## src/rtl/projectile_pool.sv

```systemverilog
// Central launcher / lifetime manager for SLOTS projectiles: edge-triggered fire,
// per-slot frame lifetime, launch cooldown and ship pose capture. Optional macro: PROJECTILE_AUTOFIRE_EN.
module projectile_pool #(
  parameter int SLOTS           = 4,
  parameter int LIFE_FRAMES     = 60,
  parameter int COOLDOWN_FRAMES = 6,
  parameter int X_W             = 10,
  parameter int Y_W             = 9
) (
  input  logic                           clk,
  input  logic                           reset,
  input  logic                           frame_tick,
  input  logic                           fire,
  input  logic [X_W-1:0]                 ship_x,
  input  logic [Y_W-1:0]                 ship_y,
  input  logic signed [17:0]             sin_val,
  input  logic signed [17:0]             cos_val,
  input  logic [SLOTS-1:0]               hit,
  output logic [SLOTS-1:0]               active,
  output logic [SLOTS-1:0]               launch,
  output logic [SLOTS-1:0]               expired,
  output logic [X_W-1:0]                 launch_x,
  output logic [Y_W-1:0]                 launch_y,
  output logic signed [17:0]             launch_sin,
  output logic signed [17:0]             launch_cos,
  output logic [$clog2(SLOTS+1)-1:0]     free_count,
  output logic                           full
);

  localparam int CNT_W  = $clog2(SLOTS + 1);
  localparam int LIFE_W = $clog2(LIFE_FRAMES + 1);
  localparam int CD_W   = (COOLDOWN_FRAMES > 0) ? $clog2(COOLDOWN_FRAMES + 1) : 1;

  logic [SLOTS-1:0]   active_q, active_d;
  logic [SLOTS-1:0]   launch_q, expired_q, expired_d;
  logic [SLOTS-1:0]   launch_sel, launch_oh;
  logic [CNT_W-1:0]   free_count_q, free_count_d;
  logic               full_q;
  logic [CD_W-1:0]    cooldown_q, cooldown_d;
  logic [X_W-1:0]     launch_x_q;
  logic [Y_W-1:0]     launch_y_q;
  logic signed [17:0] launch_sin_q, launch_cos_q;
  logic               req;
  logic               launch_go;

`ifdef PROJECTILE_AUTOFIRE_EN
  assign req = fire;
`else
  logic fire_d_q;
  logic armed_q, armed_d;

  // A request stays armed across a full pool until it launches or fire drops.
  always_comb begin
    armed_d = armed_q;
    if (launch_go)
      armed_d = 1'b0;
    else if (fire && !fire_d_q)
      armed_d = 1'b1;
    else if (!fire)
      armed_d = 1'b0;
  end

  always_ff @(posedge clk) begin
    if (reset) begin
      fire_d_q <= 1'b0;
      armed_q  <= 1'b0;
    end else begin
      fire_d_q <= fire;
      armed_q  <= armed_d;
    end
  end

  assign req = armed_q;
`endif

  assign launch_go = req && (cooldown_q == '0) && !full_q;

  // Lowest-index idle slot; slots freed this cycle are still seen as busy.
  always_comb begin
    logic found;
    launch_sel = '0;
    found      = 1'b0;
    for (int i = 0; i < SLOTS; i++) begin
      if (!active_q[i] && !found) begin
        launch_sel[i] = 1'b1;
        found         = 1'b1;
      end
    end
  end

  assign launch_oh = launch_go ? launch_sel : '0;

  for (genvar gi = 0; gi < SLOTS; gi++) begin : g_slot
    logic [LIFE_W-1:0] life_q, life_d;
    logic              retire;

    always_comb begin
      life_d = life_q;
      retire = 1'b0;
      if (launch_oh[gi]) begin
        life_d = LIFE_W'(LIFE_FRAMES);
      end else if (active_q[gi] && hit[gi]) begin
        life_d = '0;
      end else if (active_q[gi] && frame_tick) begin
        if (life_q == LIFE_W'(1)) begin
          life_d = '0;
          retire = 1'b1;
        end else begin
          life_d = life_q - LIFE_W'(1);
        end
      end
    end

    always_ff @(posedge clk) begin
      if (reset)
        life_q <= '0;
      else
        life_q <= life_d;
    end

    assign active_d[gi]  = launch_oh[gi] | (active_q[gi] & ~hit[gi] & ~retire);
    assign expired_d[gi] = retire;
  end

  always_comb begin
    cooldown_d = cooldown_q;
    if (launch_go)
      cooldown_d = CD_W'(COOLDOWN_FRAMES);
    else if (frame_tick && (cooldown_q != '0))
      cooldown_d = cooldown_q - CD_W'(1);
  end

  always_comb begin
    free_count_d = '0;
    for (int i = 0; i < SLOTS; i++)
      free_count_d = free_count_d + CNT_W'(!active_d[i]);
  end

  always_ff @(posedge clk) begin
    if (reset) begin
      active_q     <= '0;
      launch_q     <= '0;
      expired_q    <= '0;
      free_count_q <= CNT_W'(SLOTS);
      full_q       <= 1'b0;
      cooldown_q   <= '0;
      launch_x_q   <= '0;
      launch_y_q   <= '0;
      launch_sin_q <= '0;
      launch_cos_q <= '0;
    end else begin
      active_q     <= active_d;
      launch_q     <= launch_oh;
      expired_q    <= expired_d;
      free_count_q <= free_count_d;
      full_q       <= &active_d;
      cooldown_q   <= cooldown_d;
      if (launch_go) begin
        launch_x_q   <= ship_x;
        launch_y_q   <= ship_y;
        launch_sin_q <= sin_val;
        launch_cos_q <= cos_val;
      end
    end
  end

  assign active     = active_q;
  assign launch     = launch_q;
  assign expired    = expired_q;
  assign free_count = free_count_q;
  assign full       = full_q;
  assign launch_x   = launch_x_q;
  assign launch_y   = launch_y_q;
  assign launch_sin = launch_sin_q;
  assign launch_cos = launch_cos_q;

endmodule

```

## config.mk

```make
export PLATFORM = sky130hd
export DESIGN_NAME = projectile_pool
export DESIGN_NICKNAME = d
export VERILOG_FILES = /design/src/rtl/projectile_pool.sv
export SDC_FILE = /design/constraint.sdc
export NUM_CORES = 1
export LEC_CHECK = 0
export ABC_AREA = 1
export BUFFER_PORTS_ARGS = -buffer_cell sky130_fd_sc_hd__buf_2
export CAP_MARGIN = 20
export CORE_ASPECT_RATIO = 0.9
export CORE_MARGIN = 2
export CORE_UTILIZATION = 42
export CTS_BUF_LIST = sky130_fd_sc_hd__clkbuf_4 sky130_fd_sc_hd__clkbuf_8 sky130_fd_sc_hd__clkbuf_16
export DETAILED_ROUTE_END_ITERATION = 16
export PLACE_DENSITY = 0.76
export SETUP_SLACK_MARGIN = 0.3
export SLEW_MARGIN = 20
export SYNTH_ARGS = -nofsm -noshare
export SYNTH_HDL_FRONTEND = slang
export SYNTH_SLANG_ARGS = --single-unit
```

## constraint.sdc

```tcl
create_clock -name clk -period 3.7 [get_ports clk]
set_input_delay 0.37 -clock clk [delete_from_list [all_inputs] [get_ports clk]]
set_output_delay 0.37 -clock clk [all_outputs]
set_load 0.05 [all_outputs]
```

Yosys cells after proc, flatten, opt, wreduce, memory -nomap -nowiden:

Index checks and enable logic that the tools add are counted.

* flip-flop bits (word level): 100
* bits of input ports: 63
* word-level logic and storage cells: 136

* $add $sub $neg: 8
* equality and inequality tests: 5
* muxes and demuxes: 43
* bitwise gates (word level): 20
* reductions and logical operators: 39

Operators by type and width (count)
* 2-to-1 mux 6 bit: 16
* == test 6 x 1 -> 1 bit (second input constant): 4
* 2-to-1 mux 1 bit: 24
* subtractor 6 x 1 -> 6 bit (second input constant): 4
* logical AND 1 bit: 15
* nonzero test 3 bit: 5
* OR reduction 3 bit: 4
* zero test 1 bit: 11
* bitwise AND 1 bit: 8
* inverter 1 bit: 8
* 2-to-1 mux 3 bit: 2
* 2-to-1 mux 4 bit: 1
* bitwise OR 1 bit: 4
* AND reduction 4 bit: 1
* adder 2 x 1 -> 3 bit: 1
* adder 3 x 1 -> 3 bit: 1
* zero test 3 bit: 1
* subtractor 3 x 1 -> 3 bit (second input constant): 1
* adder 1 x 1 -> 2 bit: 1
* inequality test 2 x 1 -> 1 bit (second input constant): 1
* nonzero test 2 bit: 1
* OR reduction 2 bit: 1

Depth between registers and ports, before layout:

Gate-level depths: netlist of run 1.

* depth after elaboration: 18
* mapped depth: 15
* gate-level depth less buffers: 15

Least setup slack after synthesis of run 1:

No wires, ideal clock.

* kind: reg2reg
* start: register active_q[3], in the netlist active[3]
* end: register free_count_q[2], in the netlist free_count[2]
* library setup time: 0.123 ns
* arrival time: 2.435 ns
* data required time: 3.577 ns
* path slack: 1.142 ns
* stages on the path, launching flop included: 11
* clock period less this slack: 2.558 ns
* cell sequence: dfxtp_1 -> nand2_1 -> nor2_1 -> nand4_1 -> nand2_1 -> inv_1 -> fa_1 -> inv_1 -> ha_1 -> ha_1 -> or2_2

* cells in the longest elaborated chain, start to end: 10
* elaborated cells on any way between the ends: 15
* those cells by class: add/sub: 1; mux: 5; bitwise: 4; reduce/logical: 5

RTL lines
* from (decl): RTL line 34 `logic [SLOTS-1:0] active_q, active_d;`
* from (signal assigned): RTL line 152 `active_q <= active_d;`
* zero test 1 bit: RTL line 84 `if (!active_q[i] && !found) begin`
* logical AND 1 bit: RTL line 84
* 2-to-1 mux 1 bit: RTL line 84
* 2-to-1 mux 4 bit: RTL line 91 `assign launch_oh = launch_go ? launch_sel : '0;`
* 2-to-1 mux 1 bit: RTL line 100 `if (launch_oh[gi]) begin`
* inverter 1 bit: RTL line 121 `assign active_d[gi] = launch_oh[gi] | (active_q[gi] & ~hit[gi] & ~retire);`
* bitwise AND 1 bit: RTL line 121
* bitwise OR 1 bit (*): RTL line 121
* named net active_d[3]: RTL line 34
* zero test 1 bit (*): RTL line 136 `free_count_d = free_count_d + CNT_W'(!active_d[i]);`
* adder 3 x 1 -> 3 bit (*): RTL line 136
* named net free_count_d[2]: RTL line 37 `logic [CNT_W-1:0] free_count_q, free_count_d;`
* to (signal assigned): RTL line 144 `free_count_q <= CNT_W'(SLOTS);`
* to (signal assigned): RTL line 155 `free_count_q <= free_count_d;`
* to (decl): RTL line 37

The timed path passes the listed nets; every way through them passes the cells marked *.
A chain may end at the register's enable or synchronous reset.

Final worst setup path of run 1:

* start: register cooldown_q[0]
* end: register free_count_q[2], in the netlist free_count[2]

* cells in the longest elaborated chain, start to end: 12
* elaborated cells on any way between the ends: 27
* those cells by class: add/sub: 3; mux: 5; bitwise: 12; reduce/logical: 7

RTL lines
* from (decl): RTL line 39 `logic [CD_W-1:0] cooldown_q, cooldown_d;`
* from (signal assigned): RTL line 157 `cooldown_q <= cooldown_d;`
* zero test 3 bit (*): RTL line 76 `assign launch_go = req && (cooldown_q == '0) && !full_q;`
* logical AND 1 bit (*) (2 in a row): RTL line 76
* 2-to-1 mux 4 bit (*): RTL line 91
* 2-to-1 mux 1 bit: RTL line 100
* inverter 1 bit: RTL line 121
* bitwise AND 1 bit: RTL line 121
* bitwise OR 1 bit (*): RTL line 121
* named net active_d[1]: RTL line 34
* zero test 1 bit (*): RTL line 136
* adder 1 x 1 -> 2 bit (*): RTL line 136
* adder 2 x 1 -> 3 bit (*): RTL line 136
* adder 3 x 1 -> 3 bit (*): RTL line 136
* named net free_count_d[2]: RTL line 37

Marked as above.

==> qor.tcl, run 1 <==
set qor(setup.worst_path.class) {reg2reg}
set qor(maximum_number_of_pins_on_one_net_before_global_route_repair) 59
set qor(final_layout_size_suffix_gt1_share_pct) 23.6
set qor(io-pin-count) 134
set qor(synth_enable_flop_cells) 0
set qor(drt_first_pass_iters) 4
set qor(post-cts-setup-buffer-count) 0
set qor(root_buffer) {clkbuf_8}
set qor(grt_pass1_wl_mm) 17.6
set qor(gr-usage-met2_pct) 33.2
set qor(fin_crit_sh_pct) 70.9
set qor(grt.met1_usage_pct) 23.5
set qor(timing.setup.tns_ns) 0
set qor(crit_arrival_ns) 2.88
set qor(diodes) 0
set qor(report.final.slew_viol_count) 0
set qor(slew_headroom_pct) 39.2
set qor(placeableCoreArea_um2) 9740
set qor(critical_path_peak_fanout) 5
set qor(grt_pass1_vias) 4058
set qor(setup_viol) 0
set qor(floorplan.initialDensity_pct) 43.6
set qor(io_buffers) 133
set qor(startpoint_class_of_the_critical_path) {flop}
set qor(crit_path_end_kind) {flop}
set qor(post_synth.cell_area_avg_um2) 7.50
set qor(yosys_warnings) 0
set qor(netlist.area_leader.share_pct) 47.2
set qor(ys_seq_elements) 100
set qor(worstPathRequired_ns) 3.96
set qor(finalWeightedCongestion) 0.872
set qor(nFillCells) 921
set qor(die-height_um) 99.4
set qor(synth_ff_type) {dfxtp_1}
set qor(synth_largest_area_cell) {dfxtp_1}
set qor(aggregate_global_route_resource_usage_pct) 19.8
set qor(tritoncts.num_buffers) 9
set qor(drt_iter0_drc) 176
set qor(fp.dieW_um) 110
set qor(fmaxAchievable_mhz) 381
set qor(smallest_hold_slack_ns) 0.211
set qor(std_cell_rows) 34
set qor(vias_per_cell) 4.89
set qor(layoutNonFillerInstCount) 820
set qor(synth.yosys.seq_area_share_pct) 47.2
set qor(cts_hold_buffers) 0
set qor(cts_max_level) 3
set qor(powerDensity_nw_per_um2) 602
set qor(overflow) 0
set qor(postSynthNetCount) 643
set qor(final_antenna_net_count) 0
set qor(clkSinkCount) 100
set qor(netlist-cell-type-count) 33
set qor(die_area_um2) 10900
set qor(place_hpwl_mm) 7.39
set qor(tritoncts_clock_tree) {yes}
set qor(vias) 4011
set qor(drt-wirelength-per-cell_um) 12.5
set qor(syn-cell-area_um2) 4240
set qor(worst-slew-pin-transition_ns) 0.910
set qor(clock_transition_at_path_regs_ns) 0.11
set qor(synth_area_leaders) {dfxtp_1 (47%), nor2_1 (14%), o21ai_0 (7.7%)}
set qor(detail_route.wirelength_mm) 10.3
set qor(utilization_pct) 52.6
set qor(grt_busiest_layer) {met2}
set qor(setup_repair_after_global_routing_missed_its_margin) {false}
set qor(synthesis.instances) 566
set qor(net_total_in_the_final_layout) 766
set qor(finalHoldViolCount) 0
set qor(grt_util_met3_pct) 6.49
set qor(post-place-cells) 804
set qor(cts_resized) 0
set qor(async_reset_ff_share_pct) 0
set qor(area_growth_syn_to_layout_pct) 20.6
set qor(clk-insertion-delay-late_ns) 0.37
set qor(timing.final.crit_period_ns) 2.62
set qor(grt_antenna_before_repair) 0
set qor(hold_path.class) {in2reg}
set qor(maxCapViolCount) 0
set qor(run_status) {finished clean}
set qor(p_leak_nw) 2.57
set qor(clock-skew-final_ns) 0.0126
set qor(cts.path.max_buffers) 2
set qor(drc) 0
set qor(irDropWorstVdd_mv) 0.395
==> logic make-up (layout without fill, tap and decap cells) <==
kind of cell / after synthesis / after routing / share of synthesized area, %
AND/OR/NAND/NOR: 262 / 262 / 25.5
flip-flops: 100 / 100 / 47.2
XOR/XNOR: 9 / 9 / 1.86
AO/OA/AOI/OAI: 104 / 104 / 12.8
adder cells (fa/ha/maj): 14 / 14 / 4.30
buffers and inverters: 77 / 205 / 8.40
==> layout make-up <==
cell class	count	area, um^2	area share, %
well taps	126	158	3.08
clock inverters	6	60.1	1.17
clock buffers	10	131	2.57
multi-input cells	389	1890	36.8
inverters	54	203	3.96
flip-flops and latches	100	2000	39.1
repair buffers	135	681	13.3
==> path summary, 6_finish.rpt <==
check,slack (ns),end,startpoint,cells past startpoint
max,1.08,free_count[2],cooldown_q[0],14
min,0.21,launch_sin[12],sin_val[12],3
max reg2reg,1.08,free_count[2],cooldown_q[0],14
min reg2reg,0.44,armed_q,fire_d_q,1
==> per-layer routing <==
metal	vias to the layer above	wire length, um
met2	131	4890
met4	0	162
li1	2048	-
met5	-	0
met1	1815	4390
met3	17	844
==> cells in the final DEF, fill, tap and decap left out, types with 9 or more instances in the layout <==
cell type / Yosys / final
a21oi_1: 24 / 24
buf_2: 1 / 133
clkbuf_8: 0 / 9
dfxtp_1: 100 / 100
ha_1: 13 / 13
inv_1: 53 / 52
nand2_1: 63 / 63
nand3_1: 16 / 16
nand4_1: 13 / 13
nor2_1: 156 / 156
o21ai_0: 65 / 65
==> Yosys cell counts (2+ instances only) <==
cell type,number
nand3_2,2
nor2_1,156
or2_2,5
a21oi_1,24
nor3_1,2
clkbuf_1,10
inv_1,53
o21bai_1,2
nand3_1,16
dfxtp_1,100
nand2_1,63
nand4_1,13
buf_6,8
xor2_1,8
ha_1,13
o21ai_0,65
clkbuf_2,2
nand2_2,2
o21ai_1,8
==> flip-flops by register name, indices dropped and copies added (netlist names) <==
signal,count
active,4
armed_q,1
cooldown_q,3
expired,4
fire_d_q,1
free_count,3
full,1
g_slot.life_q,24
launch,4
launch_cos,18
launch_sin,18
launch_x,10
launch_y,9
==> stage by stage <==
step                      setup WS, ns  total power, mW  area (um^2)
after floorplan                   1.14             2.19         4240
after detailed placement          1.09             2.42         4930
final                             1.08             3.08         5120
after CTS                         1.07             3.11         5120
after global routing             0.924             3.27         5120
after global placement            1.19             2.38         4930
==> worst max-delay path: stages (launching register included) <==
cell and delay, ns:
dfxtp_1 0.34, inv_1 0.07, ha_1 0.20, ha_1 0.21, nand2_2 0.09, nor2_4 0.05
nand3_1 0.15, o21ai_0 0.11, nand2_1 0.09, inv_1 0.07, fa_1 0.50, inv_1 0.04
ha_1 0.17, ha_1 0.16, or2_2 0.26
==> power by group <==
group	internal [mW]	leakage, nW	switching (mW)
combinational	0.261	1.66	0.809
clock	0.274	0.101	0.413
sequential	1.24	0.814	0.0845
total	1.78	2.57	1.31
Note: power is estimated with default switching activity, not from simulation.
==> inputs of run 2 (changes only) <==
--- a/config.mk
+++ b/config.mk
@@ -13,7 +13,7 @@
 export CORE_UTILIZATION = 42
 export CTS_BUF_LIST = sky130_fd_sc_hd__clkbuf_4 sky130_fd_sc_hd__clkbuf_8 sky130_fd_sc_hd__clkbuf_16
 export DETAILED_ROUTE_END_ITERATION = 16
-export PLACE_DENSITY = 0.76
+export PLACE_DENSITY = 0.78
 export SETUP_SLACK_MARGIN = 0.3
 export SLEW_MARGIN = 20
 export SYNTH_ARGS = -nofsm -noshare
==> constraint.sdc (replaced) <==
create_clock -name clk -period 2.27 [get_ports clk]
set_input_delay 0.227 -clock clk [delete_from_list [all_inputs] [get_ports clk]]
set_output_delay 0.227 -clock clk [all_outputs]
set_load 0.05 [all_outputs]
==> run 2 against run 1 <==
Utilization rose by 4.0 points. Via count rose by 3.8%. Non-clock buffer count rose by 24. First-iteration DRC count fell by 2.3%. Global-route usage rose by 0.57 points. Routed wire length rose by 6.1%. Power rose by 79%. Sequential share of layout area fell by 2.5 points. Largest power group unchanged. Critical path depth did not move. Cell count rose by 2.8%. Cell area rose by 7.6%. Combinational power rose by 87%.
==> qor.tcl, run 2 (synthesis gave the netlist of run 1 again) <==
set qor(setup_ws_ns) 0.0326 ;# -1.04 ns
set qor(root_buffer) {clkbuf_8}
set qor(aggregate_global_route_resource_usage_pct) 20.4 ;# +0.57 points
set qor(tritoncts_clock_tree) {yes}
set qor(hold_path.class) {in2reg}
set qor(tritoncts.num_buffers) 9 ;# unchanged
set qor(layoutNonFillerInstCount) 843 ;# +2.8%
set qor(grt_pass1_vias) 4079 ;# +0.52%
set qor(die-height_um) 99.4 ;# unchanged
set qor(top_family_by_delay_on_critical_path) {adder cells}
set qor(grt_pass1_wl_mm) 17.8 ;# +1.4%
set qor(clock-skew-final_ns) 0.0124 ;# -0.000189 ns
set qor(worst-slew-pin-transition_ns) 0.460 ;# -0.449 ns
set qor(fmaxAchievable_mhz) 447 ;# +17%
set qor(detail_route.wirelength_mm) 10.9 ;# +6.1%
set qor(final_layout_size_suffix_gt1_share_pct) 30.0 ;# +6.4 points
set qor(net_total_in_the_final_layout) 790 ;# +3.1%
set qor(critical_path.max_stage_delay_ns) 0.51 ;# about the same
set qor(run_status) {finished clean}
set qor(std_cell_rows) 34 ;# unchanged
set qor(floorplan.initialDensity_pct) 43.6 ;# unchanged
set qor(slowest_stage) {fa_1}
set qor(drt_iter0_drc) 172 ;# -2.3%
set qor(place_hpwl_mm) 7.43 ;# +0.47%
set qor(p_leak_nw) 2.74 ;# +6.3%
set qor(powerDensity_nw_per_um2) 1000 ;# +66%
set qor(most_flop_heavy_register) {g_slot.life_q}
set qor(critical_path.cell_chain) {inv_2 > ha_4 > ha_4 > nand2_4 > nor2_4 > nand3_4 > o21ai_4 > nand2_2 > inv_2 > fa_1 > inv_2 > ha_4 > ha_4 > or2_4}
set qor(place_ws_ns) -0.0266 ;# -1.11 ns
set qor(maximum_number_of_pins_on_one_net_before_global_route_repair) 58 ;# -1.7%
set qor(cts_max_level) 3 ;# unchanged
set qor(critical_path.n_buffers_inverters) 3 ;# unchanged
set qor(final_antenna_net_count) 0 ;# unchanged
set qor(io_buffers) 133 ;# unchanged
set qor(finalWeightedCongestion) 0.847 ;# -2.9%
set qor(mostFrequentLayoutCells) {nor2_1 (156), buf_2 (133), dfxtp_1 (92)}
set qor(mostFrequentLayoutCell) {nor2_1}
set qor(timing.rr.start) {cooldown_q[0]}
set qor(clkSinkCount) 100 ;# unchanged
set qor(vias) 4164 ;# +3.8%
set qor(drt-wirelength-per-cell_um) 12.9 ;# +3.2%
set qor(min_path_cells) 3 ;# unchanged
set qor(finish.instance_area_um2) 5510 ;# +7.6%
set qor(diodes) 0 ;# unchanged
set qor(overflow) 0 ;# unchanged
set qor(crit_path_end_kind) {flop}
set qor(critical_path.reg2reg.endpoint) {free_count[2]}
set qor(slack_of_the_worst_reg_to_reg_path_ns) 0.03 ;# -1.04 ns
set qor(report.final.slew_viol_count) 0 ;# unchanged
set qor(clk-insertion-delay-late_ns) 0.38 ;# about the same
set qor(setup_repair_after_global_routing_missed_its_margin) {true}
set qor(path_common_cell) {ha_4}
set qor(io-pin-count) 134 ;# unchanged
set qor(smallest_hold_slack_ns) 0.0645 ;# -0.146 ns
set qor(finalHoldViolCount) 0 ;# unchanged
set qor(fin_total_pwr_mw) 5.51 ;# +79%
set qor(utilization_pct) 56.5 ;# +4.0 points
set qor(crit_arrival_ns) 2.50 ;# -0.38 ns
set qor(setup.worst_path.class) {reg2reg}
set qor(grt_antenna_before_repair) 0 ;# unchanged
set qor(setup_viol) 0 ;# unchanged
set qor(cts.path.max_buffers) 2 ;# unchanged
set qor(layout.area.seq_um2) 2010 ;# +0.62%
set qor(slew_headroom_pct) 69.0 ;# +30 points
set qor(fp.dieW_um) 110 ;# unchanged
set qor(timing.setup.tns_ns) 0 ;# unchanged
set qor(worstPathRequired_ns) 2.54 ;# -1.42 ns
set qor(clock_transition_at_path_regs_ns) 0.10 ;# about the same
set qor(timing.final.crit_period_ns) 2.24 ;# -0.385 ns
set qor(dpl_cell_area_um2) 5100 ;# +3.6%
set qor(die_area_um2) 10900 ;# unchanged
set qor(vias_per_cell) 4.94 ;# +0.98%
set qor(cts_hold_buffers) 0 ;# unchanged
set qor(largest_register_ffs) 24 ;# unchanged
set qor(critical_path_peak_fanout) 4 ;# -1
set qor(maxCapViolCount) 0 ;# unchanged
set qor(worstHoldEndpoint) {launch_sin[14]}
set qor(nFillCells) 878 ;# -4.7%
set qor(drc) 0 ;# unchanged
set qor(post-place-cells) 817 ;# +1.6%
set qor(drt_first_pass_iters) 4 ;# unchanged
set qor(ff2ff_path_depth) 14 ;# unchanged
set qor(fin_crit_sh_pct) 98.6 ;# +28 points
set qor(multi_input_comb_area_um2) 1990 ;# +5.7%
set qor(area_growth_syn_to_layout_pct) 29.8
set qor(placeableCoreArea_um2) 9740 ;# unchanged
set qor(irDropWorstVdd_mv) 0.689 ;# +74%
set qor(hold_start) {sin_val[14]}
set qor(startpoint_class_of_the_critical_path) {flop}
[run 2: cell count changes in the layout (fill, tap and decap cells not counted), moves of 3 or more]
cell / before / now
buf_4: 2 / 23
inv_2: 1 / 9
inv_8: 3 / 0
ha_4: 0 / 5
dfxtp_1: 100 / 92
inv_1: 52 / 44
nand2_2: 2 / 5
ha_1: 13 / 8
dfxtp_2: 0 / 7
nand2_1: 63 / 59
bufinv_16: 0 / 3
[run 2: cell type report]
type / count / share of cell area, %
Clock buffer: 9 / 2.25
Clock inverter: 6 / 2.04
Inverter: 54 / 3.68
Multi-Input combinational cell: 389 / 36.2
Sequential cell: 100 / 36.6
Tap cell: 126 / 2.86
Timing Repair Buffer: 159 / 16.4
[run 2: worst max path at each step]
stage                                   start             to  slack [ns]  depth (start not counted)
after global placement          cooldown_q[1]  free_count[1]        0.03                         15
final                           cooldown_q[0]  free_count[2]        0.03                         14
after floorplan                 cooldown_q[1]  free_count[1]       -0.03                         15
after detailed placement        cooldown_q[1]  free_count[1]       -0.03                         15
after CTS                       cooldown_q[0]  free_count[2]        0.02                         14
after global routing      g_slot[1].life_q[1]  free_count[2]       -0.06                         12
[run 2: layer usage]
layer / up-vias / track usage, % / share of wire [%]
met1: 1909 / 23.3 / 43
met2: 153 / 34.9 / 48
met4: 0 / 4.87 / 0.79
li1: 2095 / - / -
met5: - / 0 / 0
met3: 7 / 8.91 / 8.8
[run 2: where the power goes]
group,internal [mW],switching (mW),total (mW),leakage (nW)
sequential,2.02,0.138,2.16,0.818
combinational,0.599,1.40,2.00,1.80
clock,0.730,0.619,1.35,0.120
[run 2: repair_timing]
| action | in CTS | in global routing |
|---|---|---|
| endpoints found under the hold margin | 0 | 0 |
| pin swaps | 8 | 5 |
| resized for setup | 7 | 14 |
| buffers inserted | 6 | 4 |
| gates cloned | 0 | 1 |
| setup endpoints to repair | 59 | 58 |
[run 2: tightest hold or removal path: cells and delay by family]
family / cells / cell delay [ns]
buffers and inverters: 1 / 0.07
AND/OR/NAND/NOR: 2 / 0.11
==> inputs of run 3 (changes only) <==
--- a/config.mk
+++ b/config.mk
@@ -14,7 +14,7 @@
 export CTS_BUF_LIST = sky130_fd_sc_hd__clkbuf_4 sky130_fd_sc_hd__clkbuf_8 sky130_fd_sc_hd__clkbuf_16
 export DETAILED_ROUTE_END_ITERATION = 16
 export PLACE_DENSITY = 0.78
-export SETUP_SLACK_MARGIN = 0.3
+export SETUP_SLACK_MARGIN = 0.05
 export SLEW_MARGIN = 20
 export SYNTH_ARGS = -nofsm -noshare
 export SYNTH_HDL_FRONTEND = slang
==> run 3 against run 2 <==
The flow now finishes with violations (setup timing). Flip-flop and latch count stayed put. Power fell by 3.6%. Combinational power down 3%. Clock power fell by 11%. Hold slack better by 0.0055 ns. Maximum frequency decreased by 2.2%. First-iteration DRC count rose by 62%. Critical endpoint is now free_count[1]. Largest cell class unchanged.
==> qor.tcl, run 3 (synthesis gave the netlist of run 1 again) <==
set qor(top_family_by_delay_on_critical_path) {adder cells}
set qor(cts.path.max_buffers) 2 ;# unchanged
set qor(run_status) {finished, violations left}
set qor(cellInternalPower_mw) 3.15 ;# -6.1%
set qor(crit_path_end_kind) {flop}
set qor(switching_share_pct) 40.7 ;# +1.5 points
set qor(maxCapViolCount) 0 ;# unchanged
set qor(grt_pass1_wl_mm) 17.9 ;# +0.51%
set qor(grt_pass1_vias) 4201 ;# +3.0%
set qor(slew_headroom_pct) 71.2 ;# +2.2 points
set qor(clock-skew-final_ns) 0.0125 ;# +0.0000823 ns
set qor(most_flop_heavy_register) {g_slot.life_q}
set qor(crit_arrival_ns) 2.55 ;# +0.05 ns
set qor(vias) 4219 ;# +1.3%
set qor(mostFrequentLayoutCell) {nor2_1}
set qor(overflow) 0 ;# unchanged
set qor(switchingPower_mw) 2.16 ;# +0.15%
set qor(drt_first_pass_iters) 5 ;# +1
set qor(grt_util_met3_pct) 8.19 ;# -0.72 points
set qor(finalWeightedCongestion) 0.876 ;# +3.4%
set qor(fin_total_pwr_mw) 5.31 ;# -3.6%
set qor(layoutNonFillerInstCount) 850 ;# +0.83%
set qor(worstPathRequired_ns) 2.53 ;# about the same
set qor(cts_hold_buffers) 0 ;# unchanged
set qor(setup_viol) 1 ;# +1
set qor(irDropWorstVdd_mv) 0.569 ;# -17%
set qor(p_leak_nw) 2.74 ;# +0.14%
set qor(net_total_in_the_final_layout) 796 ;# +0.76%
set qor(die_area_um2) 10900 ;# unchanged
set qor(grt_busiest_layer) {met2}
set qor(vias_per_cell) 4.96 ;# +0.49%
set qor(sequentialPowerShare_pct) 40.7 ;# +1.5 points
set qor(fin_crit_sh_pct) 101 ;# +2.2 points
set qor(area_growth_syn_to_layout_pct) 29.7 ;# about the same
set qor(std_cell_rows) 34 ;# unchanged
set qor(largest_register_ffs) 24 ;# unchanged
set qor(gr-usage-met2_pct) 34.3 ;# -0.57 points
set qor(dpl_cell_area_um2) 5120 ;# +0.39%
set qor(clk-insertion-delay-late_ns) 0.37 ;# about the same
set qor(drt_iter0_drc) 278 ;# +62%
set qor(timing.setup.tns_ns) -0.0179 ;# -0.0179 ns
set qor(tritoncts.num_buffers) 9 ;# unchanged
set qor(io_buffers) 133 ;# unchanged
set qor(finalHoldViolCount) 0 ;# unchanged
set qor(final_antenna_net_count) 0 ;# unchanged
set qor(critical_path_peak_fanout) 5 ;# +1
set qor(critical_path.cell_chain) {inv_2 > ha_4 > ha_4 > nand2_4 > nor2_4 > nand3_2 > o21ai_2 > nand2_2 > inv_2 > fa_1 > inv_2 > ha_4 > ha_4 > inv_2 > nor2_1}
set qor(grt.met1_usage_pct) 23.5 ;# +0.16 points
set qor(finish.instance_area_um2) 5500 ;# about the same
set qor(detail_route.wirelength_mm) 10.9 ;# -0.42%
set qor(timing.final.crit_period_ns) 2.29 ;# +0.0505 ns
set qor(place_hpwl_mm) 7.37 ;# -0.74%
set qor(violations) {setup timing}
set qor(diodes) 0 ;# unchanged
set qor(setup_repair_after_global_routing_missed_its_margin) {true}
set qor(critical_path.max_stage_delay_ns) 0.42 ;# -0.09 ns
set qor(hold_path.class) {in2reg}
set qor(powerDensity_nw_per_um2) 965 ;# -3.6%
set qor(fp.dieW_um) 110 ;# unchanged
set qor(grt_antenna_before_repair) 0 ;# unchanged
set qor(mostFrequentLayoutCells) {nor2_1 (156), buf_2 (133), dfxtp_1 (92)}
set qor(io-pin-count) 134 ;# unchanged
set qor(setup.worst_path.class) {reg2reg}
set qor(slowest_stage) {fa_1}
set qor(cts_max_level) 3 ;# unchanged
set qor(portion_of_total_power_attributed_to_the_clock_network_pct) 22.6 ;# -1.9 points
set qor(report.final.slew_viol_count) 0 ;# unchanged
set qor(clkSinkCount) 100 ;# unchanged
set qor(aggregate_global_route_resource_usage_pct) 20.4 ;# unchanged
set qor(final_layout_size_suffix_gt1_share_pct) 30.7 ;# +0.68 points
set qor(tritoncts_clock_tree) {yes}
set qor(drt-wirelength-per-cell_um) 12.8 ;# -1.2%
set qor(maximum_number_of_pins_on_one_net_before_global_route_repair) 59 ;# +1.7%
set qor(combinationalPowerShare_pct) 36.8 ;# +0.5 points
set qor(clock_transition_at_path_regs_ns) 0.10 ;# about the same
set qor(worst-slew-pin-transition_ns) 0.428 ;# -0.0321 ns
set qor(setup_ws_ns) -0.0179 ;# -0.0505 ns
set qor(die-height_um) 99.4 ;# unchanged
set qor(fmaxAchievable_mhz) 437 ;# -2.2%
set qor(critical_path.n_buffers_inverters) 4 ;# +1
set qor(startpoint_class_of_the_critical_path) {flop}
set qor(floorplan.initialDensity_pct) 43.6 ;# unchanged
set qor(root_buffer) {clkbuf_8}
set qor(placeableCoreArea_um2) 9740 ;# unchanged
set qor(drc) 0 ;# unchanged
set qor(post-place-cells) 821 ;# +0.49%
[run 3: cell types whose count changed in the layout (fill, tap and decap cells not counted), moves of 2 or more]
| cell | delta |
|---|---|
| buf_4 | +6 |
| bufinv_16 | -2 |
| clkbuf_8 | +2 |
| clkinv_4 | +2 |
[run 3: worst paths after layout]
kind,slack (ns),cells after the start,end,from
setup / recovery,-0.02,15,free_count[1],cooldown_q[0]
setup reg to reg,-0.02,15,free_count[1],cooldown_q[0]
hold / removal,0.07,3,launch_cos[17],cos_val[17]
hold reg to reg,0.43,1,armed_q,fire_d_q
[run 3: layout make-up]
cell class / instances / area [um^2]
clock inverter: 6 / 71.3
timing repair buffer: 165 / 928
multi-input combinational: 389 / 1990
inverter: 54 / 203
tap: 126 / 158
sequential: 100 / 2010
clock buffer: 10 / 138
fill: 875 / 4240
[run 3: power groups by stage]
stage	combinational, mW	sequential, mW	clock, mW
6_report	1.95	2.16	1.20
3_3_place_gp	1.85	2.17	0
3_5_place_dp	1.89	2.18	0
5_1_grt	2.12	2.19	1.31
2_1_floorplan	0.714	2.91	0
4_1_cts	1.94	2.16	1.24
[run 3: metal layers]
| metal | vias to the layer above | part of all wire (%) |
|---|---|---|
| met4 | 0 | 1.3 |
| met3 | 13 | 8.7 |
| met5 | - | 0 |
| met2 | 171 | 48 |
| met1 | 1924 | 42 |
| li1 | 2111 | - |
[run 3: metrics by stage]
step / util, % / setup WS (ns) / hold WS, ns
global route: 56.5 / -0.123 / 0.0414
floorplan: - / -0.0568 / 0.306
global placement: 52.6 / 0.00874 / 0.411
CTS: 55.5 / 0.00934 / 0.0503
detailed placement: 52.6 / -0.0766 / 0.426
finish: 56.5 / -0.0179 / 0.0700
[run 3: worst min-delay path: stages]
cell and delay (ns):
buf_2 0.07, nor2_1 0.03, nor2_1 0.08
[run 3: timing repair]
action	4_1_cts	5_1_grt
endpoints found under the hold margin	0	0
endpoints found under the setup margin	3	19
pin swaps	7	11
setup buffers	8	7
resized for setup	7	18
